===== src/rtl/vga_pkg.sv =====
// rtl/vga_pkg.sv - shared VGA types and 640x480 mode constants
// Contents:
//   t_lock_state  - lock tracker states for the timing receiver
//   t_timing_meas - one frame's worth of timing measurements
//   c_640_*       - 640x480@60 mode constants, shared with the generator
package vga_pkg;

  typedef enum logic [1:0] {
    UNLOCKED = 2'd0,
    CHECKING = 2'd1,
    LOCKED   = 2'd2
  } t_lock_state;

  // Fields are wide enough for any supported counter width; narrower
  // measurements are zero-extended into them before comparison.
  localparam int c_meas_width = 32;

  typedef struct packed {
    logic [c_meas_width-1:0] h_total;
    logic [c_meas_width-1:0] v_total;
    logic [c_meas_width-1:0] h_active;
    logic [c_meas_width-1:0] v_active;
  } t_timing_meas;

  localparam int c_640_pixel_width  = 640;
  localparam int c_640_pixel_height = 480;
  localparam int c_640_h_front      = 16;
  localparam int c_640_h_sync       = 96;
  localparam int c_640_h_back       = 48;
  localparam int c_640_v_front      = 10;
  localparam int c_640_v_sync       = 2;
  localparam int c_640_v_back       = 33;
  localparam int c_640_h_total      = 800;
  localparam int c_640_v_total      = 525;

endpackage


===== src/rtl/sync_edge_det.sv =====
// rtl/sync_edge_det.sv - input register, polarity normalise and edge detect
// Ports:
//   i_clk_pixel, i_rst_n - pixel clock, asynchronous active-low reset
//   i_raw                - raw input, asserted level given by p_polarity
//   o_level              - registered input, normalised to active-high
//   o_lead               - asserted now, not asserted the cycle before
//   o_trail              - not asserted now, asserted the cycle before
module sync_edge_det #(
  parameter logic p_polarity = 1'b1
) (
  input  logic i_clk_pixel,
  input  logic i_rst_n,
  input  logic i_raw,
  output logic o_level,
  output logic o_lead,
  output logic o_trail
);

  logic s1_q;
  logic prev_q;

  // s1 resets to the deasserted level so an active-low input does not
  // look asserted straight out of reset and fake a leading edge.
  always_ff @(posedge i_clk_pixel or negedge i_rst_n) begin
    if (!i_rst_n) begin
      s1_q   <= ~p_polarity;
      prev_q <= 1'b0;
    end else begin
      s1_q   <= i_raw;
      prev_q <= o_level;
    end
  end

  assign o_level = s1_q ~^ p_polarity;
  assign o_lead  = o_level & ~prev_q;
  assign o_trail = ~o_level & prev_q;

endmodule


===== src/rtl/vga_timing_rx.sv =====
// rtl/vga_timing_rx.sv - VGA timing receiver: coordinates, strobes, measurement, lock
// Ports:
//   i_clk_pixel, i_rst_n        - pixel clock, asynchronous active-low reset
//   i_hsync, i_vsync, i_data_en - raw video timing from the source
//   i_clear_err                 - pulse to clear o_timing_err
//   o_data_en, o_x_pos, o_y_pos - pixel flag and coordinates, 2 cycles after input
//   o_frame, o_line             - vsync leading edge / data_en rising edge strobes
//   o_h_total, o_v_total        - measured clocks per line / lines per frame
//   o_h_active, o_v_active      - measured active pixels per line / active lines
//   o_locked, o_timing_err      - lock status, sticky loss-of-lock flag
module vga_timing_rx
  import vga_pkg::*;
#(
  parameter int   p_pixel_width    = c_640_pixel_width,
  parameter int   p_pixel_height   = c_640_pixel_height,
  parameter int   p_h_total        = c_640_h_total,
  parameter int   p_v_total        = c_640_v_total,
  parameter logic p_hsync_polarity = 1'b1,
  parameter logic p_vsync_polarity = 1'b1,
  parameter int   p_lock_frames    = 2,
  parameter int   p_count_width    = 16
) (
  input  logic                     i_clk_pixel,
  input  logic                     i_rst_n,
  input  logic                     i_hsync,
  input  logic                     i_vsync,
  input  logic                     i_data_en,
  input  logic                     i_clear_err,
  output logic                     o_data_en,
  output logic [p_count_width-1:0] o_x_pos,
  output logic [p_count_width-1:0] o_y_pos,
  output logic                     o_frame,
  output logic                     o_line,
  output logic [p_count_width-1:0] o_h_total,
  output logic [p_count_width-1:0] o_v_total,
  output logic [p_count_width-1:0] o_h_active,
  output logic [p_count_width-1:0] o_v_active,
  output logic                     o_locked,
  output logic                     o_timing_err
);

  localparam logic [p_count_width-1:0] c_one         = p_count_width'(1);
  localparam logic [p_count_width-1:0] c_lock_target = p_count_width'(p_lock_frames);

  localparam t_timing_meas c_expect = '{
    h_total:  c_meas_width'(p_h_total),
    v_total:  c_meas_width'(p_v_total),
    h_active: c_meas_width'(p_pixel_width),
    v_active: c_meas_width'(p_pixel_height)
  };

  function automatic logic [p_count_width-1:0] sat_inc(input logic [p_count_width-1:0] v);
    return (&v) ? v : v + c_one;
  endfunction

  // Input stage
  logic hs_level, hs_lead, hs_trail;
  logic vs_level, vs_lead, vs_trail;
  logic de_level, de_rise, de_fall;

  sync_edge_det #(.p_polarity(p_hsync_polarity)) u_hsync (
    .i_clk_pixel (i_clk_pixel),
    .i_rst_n     (i_rst_n),
    .i_raw       (i_hsync),
    .o_level     (hs_level),
    .o_lead      (hs_lead),
    .o_trail     (hs_trail)
  );

  sync_edge_det #(.p_polarity(p_vsync_polarity)) u_vsync (
    .i_clk_pixel (i_clk_pixel),
    .i_rst_n     (i_rst_n),
    .i_raw       (i_vsync),
    .o_level     (vs_level),
    .o_lead      (vs_lead),
    .o_trail     (vs_trail)
  );

  sync_edge_det #(.p_polarity(1'b1)) u_data_en (
    .i_clk_pixel (i_clk_pixel),
    .i_rst_n     (i_rst_n),
    .i_raw       (i_data_en),
    .o_level     (de_level),
    .o_lead      (de_rise),
    .o_trail     (de_fall)
  );

  // Sync levels and trailing edges are not needed by this block.
  logic unused_sync;
  assign unused_sync = &{1'b0, hs_level, hs_trail, vs_level, vs_trail};

  // Working registers
  logic [p_count_width-1:0] h_cnt_q, v_cnt_q, a_cnt_q, line_cnt_q;
  logic [p_count_width-1:0] x_q, y_q;
  logic                     y_pend_q;
  logic                     seen_vs_q;
  logic [p_count_width-1:0] h_total_q, v_total_q, h_active_q, v_active_q;
  logic                     de_q, frame_q, line_q, err_q;

  // Measurement values as they will be after this edge; the lock check
  // uses these so a frame is judged on the numbers latched with it.
  logic [p_count_width-1:0] h_total_d, v_total_d, h_active_d, v_active_d;
  t_timing_meas             meas_d;
  logic                     frame_match;

  always_comb begin
    h_total_d  = h_total_q;
    v_total_d  = v_total_q;
    h_active_d = h_active_q;
    v_active_d = v_active_q;
    if (hs_lead) h_total_d = h_cnt_q;
    if (vs_lead) begin
      // A coincident hsync edge belongs to the frame being closed.
      v_total_d  = hs_lead ? sat_inc(v_cnt_q) : v_cnt_q;
      v_active_d = line_cnt_q;
    end
    if (de_fall) h_active_d = a_cnt_q;

    meas_d.h_total  = c_meas_width'(h_total_d);
    meas_d.v_total  = c_meas_width'(v_total_d);
    meas_d.h_active = c_meas_width'(h_active_d);
    meas_d.v_active = c_meas_width'(v_active_d);
    // The span up to the first vsync after reset is a partial frame.
    frame_match = (meas_d == c_expect) && seen_vs_q;
  end

  always_ff @(posedge i_clk_pixel or negedge i_rst_n) begin
    if (!i_rst_n) begin
      h_cnt_q    <= '0;
      v_cnt_q    <= '0;
      a_cnt_q    <= '0;
      line_cnt_q <= '0;
      x_q        <= '0;
      y_q        <= '0;
      y_pend_q   <= 1'b0;
      seen_vs_q  <= 1'b0;
      h_total_q  <= '0;
      v_total_q  <= '0;
      h_active_q <= '0;
      v_active_q <= '0;
      de_q       <= 1'b0;
      frame_q    <= 1'b0;
      line_q     <= 1'b0;
    end else begin
      h_total_q  <= h_total_d;
      v_total_q  <= v_total_d;
      h_active_q <= h_active_d;
      v_active_q <= v_active_d;

      h_cnt_q <= hs_lead ? c_one : sat_inc(h_cnt_q);

      if (vs_lead)      v_cnt_q <= '0;
      else if (hs_lead) v_cnt_q <= sat_inc(v_cnt_q);

      if (de_rise)       a_cnt_q <= c_one;
      else if (de_level) a_cnt_q <= sat_inc(a_cnt_q);

      if (vs_lead)      line_cnt_q <= de_rise ? c_one : '0;
      else if (de_rise) line_cnt_q <= sat_inc(line_cnt_q);

      if (de_rise)       x_q <= '0;
      else if (de_level) x_q <= sat_inc(x_q);

      // y restarts on the first active line after a vsync edge.
      if (de_rise) begin
        y_q      <= (y_pend_q || vs_lead) ? '0 : sat_inc(y_q);
        y_pend_q <= 1'b0;
      end else if (vs_lead) begin
        y_pend_q <= 1'b1;
      end

      if (vs_lead) seen_vs_q <= 1'b1;

      de_q    <= de_level;
      frame_q <= vs_lead;
      line_q  <= de_rise;
    end
  end

  // Lock tracker
  t_lock_state              state_q, state_d;
  logic [p_count_width-1:0] match_cnt_q, match_cnt_d;
  logic                     err_set;

  always_ff @(posedge i_clk_pixel or negedge i_rst_n) begin
    if (!i_rst_n) begin
      state_q     <= UNLOCKED;
      match_cnt_q <= '0;
      err_q       <= 1'b0;
    end else begin
      state_q     <= state_d;
      match_cnt_q <= match_cnt_d;
      if (err_set)          err_q <= 1'b1;
      else if (i_clear_err) err_q <= 1'b0;
    end
  end

  always_comb begin
    state_d     = state_q;
    match_cnt_d = match_cnt_q;
    err_set     = 1'b0;
    if (vs_lead) begin
      case (state_q)
        UNLOCKED: begin
          if (frame_match) begin
            match_cnt_d = c_one;
            state_d     = (c_lock_target <= c_one) ? LOCKED : CHECKING;
          end
        end
        CHECKING: begin
          if (frame_match) begin
            match_cnt_d = sat_inc(match_cnt_q);
            if (sat_inc(match_cnt_q) >= c_lock_target) state_d = LOCKED;
          end else begin
            state_d     = UNLOCKED;
            match_cnt_d = '0;
          end
        end
        LOCKED: begin
          if (!frame_match) begin
            state_d     = UNLOCKED;
            match_cnt_d = '0;
            err_set     = 1'b1;
          end
        end
        default: begin
          state_d     = UNLOCKED;
          match_cnt_d = '0;
        end
      endcase
    end
  end

  assign o_data_en    = de_q;
  assign o_x_pos      = x_q;
  assign o_y_pos      = y_q;
  assign o_frame      = frame_q;
  assign o_line       = line_q;
  assign o_h_total    = h_total_q;
  assign o_v_total    = v_total_q;
  assign o_h_active   = h_active_q;
  assign o_v_active   = v_active_q;
  assign o_locked     = (state_q == LOCKED);
  assign o_timing_err = err_q;

endmodule

===== config.mk =====
export PLATFORM = sky130hd
export DESIGN_NAME = vga_timing_rx
export DESIGN_NICKNAME = d
export VERILOG_FILES = /design/src/rtl/vga_pkg.sv /design/src/rtl/sync_edge_det.sv /design/src/rtl/vga_timing_rx.sv
export SDC_FILE = /design/constraint.sdc
export NUM_CORES = 1
export LEC_CHECK = 0
export CAP_MARGIN = 5
export CORE_MARGIN = 2
export CORE_UTILIZATION = 57
export CTS_CLUSTER_SIZE = 10
export DETAILED_ROUTE_END_ITERATION = 8
export PLACE_DENSITY = 0.79
export SETUP_SLACK_MARGIN = 0.15
export SLEW_MARGIN = 40
export SYNTH_ARGS = -nofsm -noshare
export SYNTH_HDL_FRONTEND = slang
export SYNTH_SLANG_ARGS = --single-unit
export TNS_END_PERCENT = 50

===== constraint.sdc =====
create_clock -name i_clk_pixel -period 3.2 [get_ports i_clk_pixel]
set_clock_uncertainty 0.05 [all_clocks]
set_input_delay 0.32 -clock i_clk_pixel [delete_from_list [all_inputs] [get_ports i_clk_pixel]]
set_output_delay 0.32 -clock i_clk_pixel [all_outputs]
set_load 0.02 [all_outputs]

Word level (Yosys, flattened, before mapping)
Index checks and enable logic that the tools add are counted.
Word-level totals
  register bits: 189
  output and inout port bits: 101
Operators by class
  muxes and demuxes: 38
  bitwise operators: 8
  $lt $le $gt $ge: 1
  equality and inequality tests: 11
  add/sub/neg operators: 7
  reductions and logical operators: 19
Operators by type and width (count)
  $mux 16: 24
  $add 16x1->16 const B: 7
  $reduce_and 16->1: 7
  $eq 64x58->1 const B: 1
  $pmux 16 s3: 1
  $ge 16x2->1 const B: 1
  $ne 2x2->1 const B: 6
  $mux 1: 8
  $mux 2: 4
  $reduce_and 2->1: 4
  $pmux 2 s3: 1
  $reduce_bool 2->1: 3
  $and 1x1->1: 4
  $not 1->1: 4
  $reduce_and 4->1: 1
  $ne 3x3->1 const B: 1
  $reduce_and 3->1: 1
  $eq 2x1->1 const B: 1
  $eq 2x2->1 const B: 1
  $logic_not 2->1: 1
  $ne 2x1->1 const B: 1
  $logic_and 1x1->1: 1
  $logic_or 1x1->1: 1

Longest topological paths before layout
Gate-level depths: netlist of run 1.
  word-level depth: 10
  mapped depth: 14
  mapped depth without buffers: 10

Hierarchy
A second synthesis of run 1 with hierarchy kept.
Unflattened totals
  cells, all modules: 903
  area total of the unflattened synthesis: 9217.6 sq um
By module, submodules not included
  vga_timing_rx: sequential area each 4604.4 sq um, area each 9022.4 sq um, times used 1, cells an instance 891
  sync_edge_det: sequential area each 50.0 sq um, area each 65.1 sq um, times used 3, cells an instance 4

Worst setup path before layout of run 1
No wires, ideal clock.
  kind: reg2reg
  start: register v_cnt_q[0]
  end: register match_cnt_q[12]
  period minus slack after synthesis: 2852 ps
  arrival: 2673 ps
  path slack: 348 ps
  required time: 3021 ps
  cell stages (with the launch flop): 13
  library setup time: 129 ps
  path through: dfrtp_1 -> ha_1 -> nand4_2 -> nor4_4 -> buf_6 -> nand3b_4 -> a31oi_4 -> nor4_4 -> nand4_2 -> xnor2_2 -> a21oi_2 -> buf_6 -> o22ai_2
Between the ends
  word-level cells in the longest chain between the ends: 8
  elaborated cells between the ends (all ways): 12
  those cells by class: add/sub (1); eq/ne (3); mux (5); reduce/logical (3)
RTL lines
  start, declared: line vga_timing_rx.sv:93  | logic [p_count_width-1:0] h_cnt_q, v_cnt_q, a_cnt_q, line_cnt_q;
  start signal, assigned: line vga_timing_rx.sv:153  | else if (hs_lead) v_cnt_q <= sat_inc(v_cnt_q);
  $add 16x1->16 or $reduce_and 16->1 (tied branches): line vga_timing_rx.sv:53  | return (&v) ? v : v + c_one;
  $mux 16 (*) (2 in series)
  $mux 16 (*): line vga_timing_rx.sv:112  | if (vs_lead) begin
  named net v_total_d[1]: line vga_timing_rx.sv:102  | logic [p_count_width-1:0] h_total_d, v_total_d, h_active_d, v_active_d;
  $eq 64x58->1 (*): line vga_timing_rx.sv:124  | frame_match = (meas_d == c_expect) && seen_vs_q;
  $logic_and 1x1->1 (*): line vga_timing_rx.sv:124
  $mux 16 or $ne 2x2->1 (tied branches)
  $pmux 16 s3 or $reduce_and 3->1 (tied branches)
  end signal, assigned: line vga_timing_rx.sv:192  | match_cnt_q <= match_cnt_d;
  end, declared: line vga_timing_rx.sv:182  | logic [p_count_width-1:0] match_cnt_q, match_cnt_d;
The timed path passes the listed nets; every way through them passes the cells marked *.
A chain may end at the register's enable or synchronous reset.

Worst setup path after layout of run 1
  start: register u_hsync.prev_q
  end: register match_cnt_q[3]
Between the ends
  word-level cells in the longest chain between the ends: 8
  elaborated cells between the ends (all ways): 12
  those cells by class: eq/ne (3); mux (5); bitwise (2); reduce/logical (2)
RTL lines
  start, declared: line sync_edge_det.sv:20  | logic prev_q;
  start signal, assigned: line sync_edge_det.sv:30  | prev_q <= o_level;
  $not 1->1 (*): line sync_edge_det.sv:35  | assign o_lead = o_level & ~prev_q;
  $and 1x1->1 (*): line sync_edge_det.sv:35
  $mux 16
  $mux 16: line vga_timing_rx.sv:112
  $eq 64x58->1 (*): line vga_timing_rx.sv:124
  $logic_and 1x1->1 (*): line vga_timing_rx.sv:124
  $mux 16 or $ne 2x2->1 (tied branches)
  $pmux 16 s3 or $reduce_and 3->1 (tied branches)
Mark *: on every way between the ends. The rest lies on a longest branch, timed or not.

==> flow_metrics.env, run 1 <==
export IMPL_antennaDiodeCount=0
export IMPL_yosys_warnings=0
export IMPL_vdd_drop_max_v=0.000428
export IMPL_cpPeakStageDelay_ps=400
export IMPL_worstReg2RegEnd="match_cnt_q[3]"
export IMPL_slew_headroom=0.562
export IMPL_drc_errors=0
export IMPL_synth_flop_cell="dfrtp_1"
export IMPL_yosysTopAreaCell="dfrtp_1"
export IMPL_synth_edff_count=0
export IMPL_grt_pass1_wl_um=40200
export IMPL_drive_gt1_frac=0.152
export IMPL_syn_num_nets=1030
export IMPL_dr_max_layer_used="met4"
export IMPL_whs_endpoint="u_hsync.o_level"
export IMPL_drv_slew=0
export IMPL_placed_area_um2=11200
export IMPL_grt_overflow=0
export IMPL_fin_hold_ws_ps=264
export IMPL_cts_made_buffers=17
export IMPL_p_leak_nw=5.28
export IMPL_async_flop_share=1.00
export IMPL_wirelength_met1_um=10700
export IMPL_core_area_um2=16600
export IMPL_tightest_slew_ps=657
export IMPL_critPathBufInv=2
export IMPL_die_width_um=134
export IMPL_antenna_found_initial=0
export IMPL_setup_ws_ps=17.4
export IMPL_path_cells="nand4b_1 > or3_4 > or3_4 > a31o_1 > nor4_4 > nand4_4 > buf_6 > nor3_4 > buf_6 > a21bo_4 > o21ai_2"
export IMPL_vias=8304
export IMPL_routed_wl_met2_um=11800
export IMPL_synth_area_leaders="dfrtp_1 (49%), nand2_1 (6.4%), nor2_1 (4.3%)"
export IMPL_status="finished clean"
export IMPL_finalNetCount=1182
export IMPL_track_usage=0.279
export IMPL_finalCriticalPeriod_ps=3180
export IMPL_critPathMaxFanout=6
export IMPL_yosys_area_top_type_share=0.488
export IMPL_initial_utilization=0.585
export IMPL_rr_worst_depth=11
export IMPL_dpl_hpwl_um=16600
export IMPL_cts_clk_slew_worst_paths_ps=60
export IMPL_insertion_delay_ps=440
export IMPL_min_path_cells=1
export IMPL_wl_met3_um=1370
export IMPL_root_buffer="clkbuf_16"
export IMPL_syn_inst=1017
export IMPL_htreeDepth=4
export IMPL_maxCapViolCount=0
export IMPL_drtIter0Drc=796
export IMPL_syn_to_final_growth_pct=24.6
export IMPL_place_ws_ps=-63.6
export IMPL_syn_area_um2=9690
export IMPL_clockBufferDepth=2
export IMPL_seq_area_frac_synth=0.488
export IMPL_grt_max_degree=80
export IMPL_hold_path_class="input port to flop"
export IMPL_rsz0062_at_grt="true"
export IMPL_dieArea_um2=18100
export IMPL_gp_congestion=0.946
export IMPL_portBuffers=106
export IMPL_fill_cells=1195
export IMPL_firstDrtPassIters=5
export IMPL_crit_family="simple AND/OR/NAND/NOR gates"
export IMPL_vias_per_cell=5.93
export IMPL_min_from="i_hsync"
export IMPL_final_period_utilization=0.995
export IMPL_cp_required_ps=3520
export IMPL_grt_pass1_vias=7948
export IMPL_r2r_start="u_hsync.prev_q"
export IMPL_hold_violations=0
export IMPL_critPathKind="flop to flop"
export IMPL_cp_start_kind="flop"
export IMPL_wl_per_cell_um=17.5
export IMPL_antenna_left=0
export IMPL_fmax_mhz=314
export IMPL_cp_slowest_cell="dfrtp_1"
export IMPL_syn_avg_cell_area_um2=9.53
export IMPL_rows=47
export IMPL_r2r_slack_ps=20
export IMPL_final_setup_viol_count=0
export IMPL_cp_depth=11
export IMPL_io_pins=107
export IMPL_crit_arrival_ps=3500
export IMPL_design_area_um2=12100
export IMPL_die_h_um=134
export IMPL_synth_distinct_cells=82
export IMPL_tritoncts="yes"
export IMPL_synth_seq_cells=189
export IMPL_wl_um=24500
export IMPL_cp_end_kind="flop"
export IMPL_critPathLaunch="u_hsync.prev_q"
export IMPL_cts_sinks=189
export IMPL_power_density_nw_per_um2=445
export IMPL_finalSetupTns_ps=0
-- synth_stat cells, types with 7 or more instances --
cell type,count
inv_1,31
mux2_2,16
and4_1,9
nor2_1,111
a21oi_1,42
nand2_1,164
xnor2_1,20
a31oi_1,13
or3_1,27
dfrtp_1,189
nor3_1,20
nand4_1,30
and2_1,7
xor2_1,38
clkbuf_8,8
and3_1,14
nand3_1,43
mux2i_1,14
o21ai_2,8
ha_1,7
nor4_1,14
nor4b_1,8
nand2b_1,9
clkbuf_1,28
o21ai_0,44
-- worst register-to-register path, delay by kind of cell, from the launching register on --
kind	cells	cell delay, ps
buffers and inverters	2	350
DFF	1	400
AOI/OAI and AO/OA	3	510
and+or+nand+nor	6	1800
-- metal layers --
layer / vias up / track usage
li1: 3899 / -
met1: 4077 / 0.383
met2: 279 / 0.448
met3: 49 / 0.0438
met4: 0 / 0.111
met5: - / 0
-- how the worst max path moves through the flow --
stage	endpoint	slack (ps)
finish	match_cnt_q[3]	20
global route	match_cnt_q[3]	-70
detailed placement	match_cnt_q[5]	-60
CTS	match_cnt_q[3]	140
global placement	match_cnt_q[9]	40
floorplan	match_cnt_q[12]	350
-- power by group --
part	switching, W	internal (W)
sequential	0.000158	0.00251
combinational	0.000412	0.000309
clock	0.000905	0.00108
total	0.00147	0.00390
-- sequential cells by signal (all words and copies together) (netlist names), 16 cells and up --
register	cells
h_cnt_q	16
o_h_total	16
v_cnt_q	16
line_cnt_q	16
match_cnt_q	16
o_h_active	16
o_v_total	16
o_x_pos	16
o_v_active	16
o_y_pos	16
a_cnt_q	16
-- what timing repair did --
action,CTS,global route
endpoints found under the hold margin,76,0
pin swaps,5,9
hold buffers,1,0
setup endpoints to repair,17,19
gates cloned,3,0
resized for setup,22,13
setup buffers,8,7
-- kinds of logic (layout without fill, tap and decap cells) --
logic type      after synthesis  count (layout)  share of synthesized area
buf+inv                      79             241                     0.0428
fa+ha+maj                     7               7                    0.00903
compound gates              156             156                      0.108
flops                       189             189                      0.488
simple gates                496             497                      0.264
xor+xnor                     59              59                     0.0541
mux                          31              31                     0.0342
-- layout make-up --
type	count	area [µm²]	share of cell area
well taps	220	275	0.0228
inverters	32	120	0.00995
flip-flops and latches	189	4730	0.392
clock buffers	20	447	0.0370
repair buffers	179	1680	0.139
multi-input cells	750	4730	0.392
clock inverters	10	92.6	0.00767
-- layout by cell type (no fill, tap or decap), types with 6 or more instances in the layout --
| cell | n |
|---|---|
| dfrtp_1 | 188 |
| nand2_1 | 164 |
| nor2_1 | 111 |
| clkdlybuf4s50_1 | 105 |
| buf_4 | 63 |
| o21ai_0 | 42 |
| nand3_1 | 42 |
| a21oi_1 | 41 |
| xor2_1 | 38 |
| inv_1 | 31 |
| nand4_1 | 30 |
| or3_1 | 25 |
| xnor2_1 | 20 |
| nor3_1 | 18 |
| clkbuf_16 | 17 |
| mux2_2 | 16 |
| and3_1 | 14 |
| mux2i_1 | 13 |
| nor4_1 | 13 |
| a31oi_1 | 10 |
| and4_1 | 9 |
| nand2b_1 | 8 |
| o21ai_2 | 8 |
| nor4b_1 | 8 |
| and2_1 | 7 |
| ha_1 | 6 |
-- through the flow --
stage / power [W] / util / cells
2_1_floorplan: 0.00305 / - / 1017
3_3_place_gp: 0.00337 / 0.675 / 1351
3_5_place_dp: 0.00339 / 0.675 / 1351
4_1_cts: 0.00540 / 0.721 / 1393
5_1_grt: 0.00557 / 0.728 / 1400
6_report: 0.00538 / 0.728 / 1400
Note: power is estimated with default switching activity, not from simulation.
==> run 2: changes to the inputs <==
- CORE_UTILIZATION: 57 -> 48
- PLACE_DENSITY: 0.79 -> 0.68
==> run 2 against run 1 <==
- routed wire length is 3.0% lower
- critical path depth is 2 higher
- combinational power is 3% lower
- critical endpoint unchanged
- count of clock-buffer cells in the layout is 3 higher
- worst hold slack better by 11 ps
- sequential share of layout area is 0.51 points lower
- sequential power hardly changed
==> flow_metrics.env, run 2 (same netlist as run 1, synthesis figures left out) <==
export IMPL_status="finished clean"
export IMPL_slew_headroom=0.569
export IMPL_use_met1=0.306
export IMPL_critPathMaxFanout=6
export IMPL_hold_violations=0
export IMPL_portBuffers=106
export IMPL_grt_max_degree=79
export IMPL_vias_per_cell=5.54
export IMPL_power_w=0.00543
export IMPL_p_leak_nw=5.36
export IMPL_antenna_left=0
export IMPL_cts_sinks=189
export IMPL_drv_slew=0
export IMPL_firstDrtPassIters=5
export IMPL_vias=8084
export IMPL_tightest_slew_ps=647
export IMPL_final_cell_mix="dfrtp_1 (189), nand2_1 (164), nor2_1 (111)"
export IMPL_wl_um=23800
export IMPL_stdcell_count=1459
export IMPL_cp_required_ps=3510
export IMPL_dpl_hpwl_um=16600
export IMPL_drtIter0Drc=580
export IMPL_insertion_delay_ps=430
export IMPL_initial_utilization=0.493
export IMPL_grt_overflow=0
export IMPL_cp_start_kind="flop"
export IMPL_gp_congestion=0.875
export IMPL_grt_pass1_vias=7764
export IMPL_dieArea_um2=21300
export IMPL_met3_usage=0.0397
export IMPL_rsz0062_at_grt="true"
export IMPL_wl_per_cell_um=16.3
export IMPL_grt_pass1_wl_um=39400
export IMPL_cts_made_buffers=17
export IMPL_cts_clk_slew_worst_paths_ps=70
export IMPL_clockBufferDepth=2
export IMPL_final_setup_viol_count=0
export IMPL_core_area_um2=19700
export IMPL_critPathKind="flop to flop"
export IMPL_placed_cells=1406
export IMPL_track_usage=0.227
export IMPL_die_width_um=146
export IMPL_hold_path_class="input port to flop"
export IMPL_antennaDiodeCount=0
export IMPL_busiest_layer="met2"
export IMPL_cp_end_kind="flop"
export IMPL_maxCapViolCount=0
export IMPL_crit_arrival_ps=3400
export IMPL_htreeDepth=4
export IMPL_io_pins=107
export IMPL_finalNetCount=1194
export IMPL_syn_to_final_growth_pct=26.2
export IMPL_die_h_um=146
export IMPL_fmax_mhz=324
export IMPL_fin_hold_ws_ps=275
export IMPL_final_common_cell="dfrtp_1"
export IMPL_root_buffer="clkbuf_16"
export IMPL_drc_errors=0
export IMPL_use_met2=0.377
export IMPL_rows=51
export IMPL_antenna_found_initial=1
export IMPL_power_density_nw_per_um2=444
export IMPL_final_period_utilization=0.966
export IMPL_tritoncts="yes"
export IMPL_vdd_drop_max_v=0.000381
export IMPL_finalCriticalPeriod_ps=3090
export IMPL_drive_gt1_frac=0.165
run 2: cell type report:
class / count / area, µm²
Timing Repair Buffer: 192 / 1770
Inverter: 32 / 120
Fill cell: 1690 / 7420
Clock buffer: 23 / 488
Sequential cell: 189 / 4730
Multi-Input combinational cell: 749 / 4710
Tap cell: 265 / 332
Clock inverter: 9 / 86.3
run 2: what timing repair did:
action | 4_1_cts | 5_1_grt
resized for setup | 17 | 18
pin swaps | 12 | 11
hold buffers | 1 | 0
hold endpoints to repair | 75 | 0
cloned | 2 | 0
endpoints found under the setup margin | 19 | 19
setup buffers | 15 | 3
run 2: per-stage QoR:
| step | worst slack, ps | cell area, µm² | util | TNS (ps) |
|---|---|---|---|---|
| finish | 110 | 12200 | 0.622 | 0 |
| global route | -30.5 | 12200 | 0.622 | -70.8 |
| CTS | 73.6 | 12100 | 0.616 | 0 |
| detailed placement | -189 | 11300 | 0.576 | -1870 |
| global placement | -66.6 | 11300 | 0.576 | -320 |
| floorplan | 348 | 9690 | - | 0 |
run 2: path summary, 6_finish.rpt:
check                                 from                 to  slack, ps  cells after the start
min reg2reg                u_vsync.o_level     u_vsync.prev_q        390                      0
min                              i_data_en  u_data_en.o_level        280                      1
max in group asynchronous          i_rst_n     o_v_active[12]       1840                      3
max reg2reg                     v_cnt_q[1]     match_cnt_q[3]        110                     13
min in group asynchronous          i_rst_n         o_x_pos[5]        420                      2
max                             v_cnt_q[1]     match_cnt_q[3]        110                     13
run 2: metal layers:
metal / wire (µm) / vias up / part of all wire
li1: - / 3926 / -
met1: 10900 / 3946 / 0.46
met2: 11600 / 183 / 0.49
met3: 902 / 29 / 0.038
met4: 408 / 0 / 0.017
met5: 0 / - / 0
run 2: where the power goes:
group | total, W | switching, W | internal, W
logic | 0.000701 | 0.000397 | 0.000304
registers | 0.00266 | 0.000151 | 0.00251
clock network | 0.00206 | 0.000907 | 0.00115
run 2: critical path: stages, from the launching register on:
cell and delay (ps):
dfrtp_1 350, ha_2 220, buf_4 130, and4_2 300
nand3_1 100, o21ai_0 350, a31oi_2 230, nor4_4 340
nand4_4 170, buf_6 170, nor3_4 180, buf_6 170
a21bo_4 220, o21ai_2 40
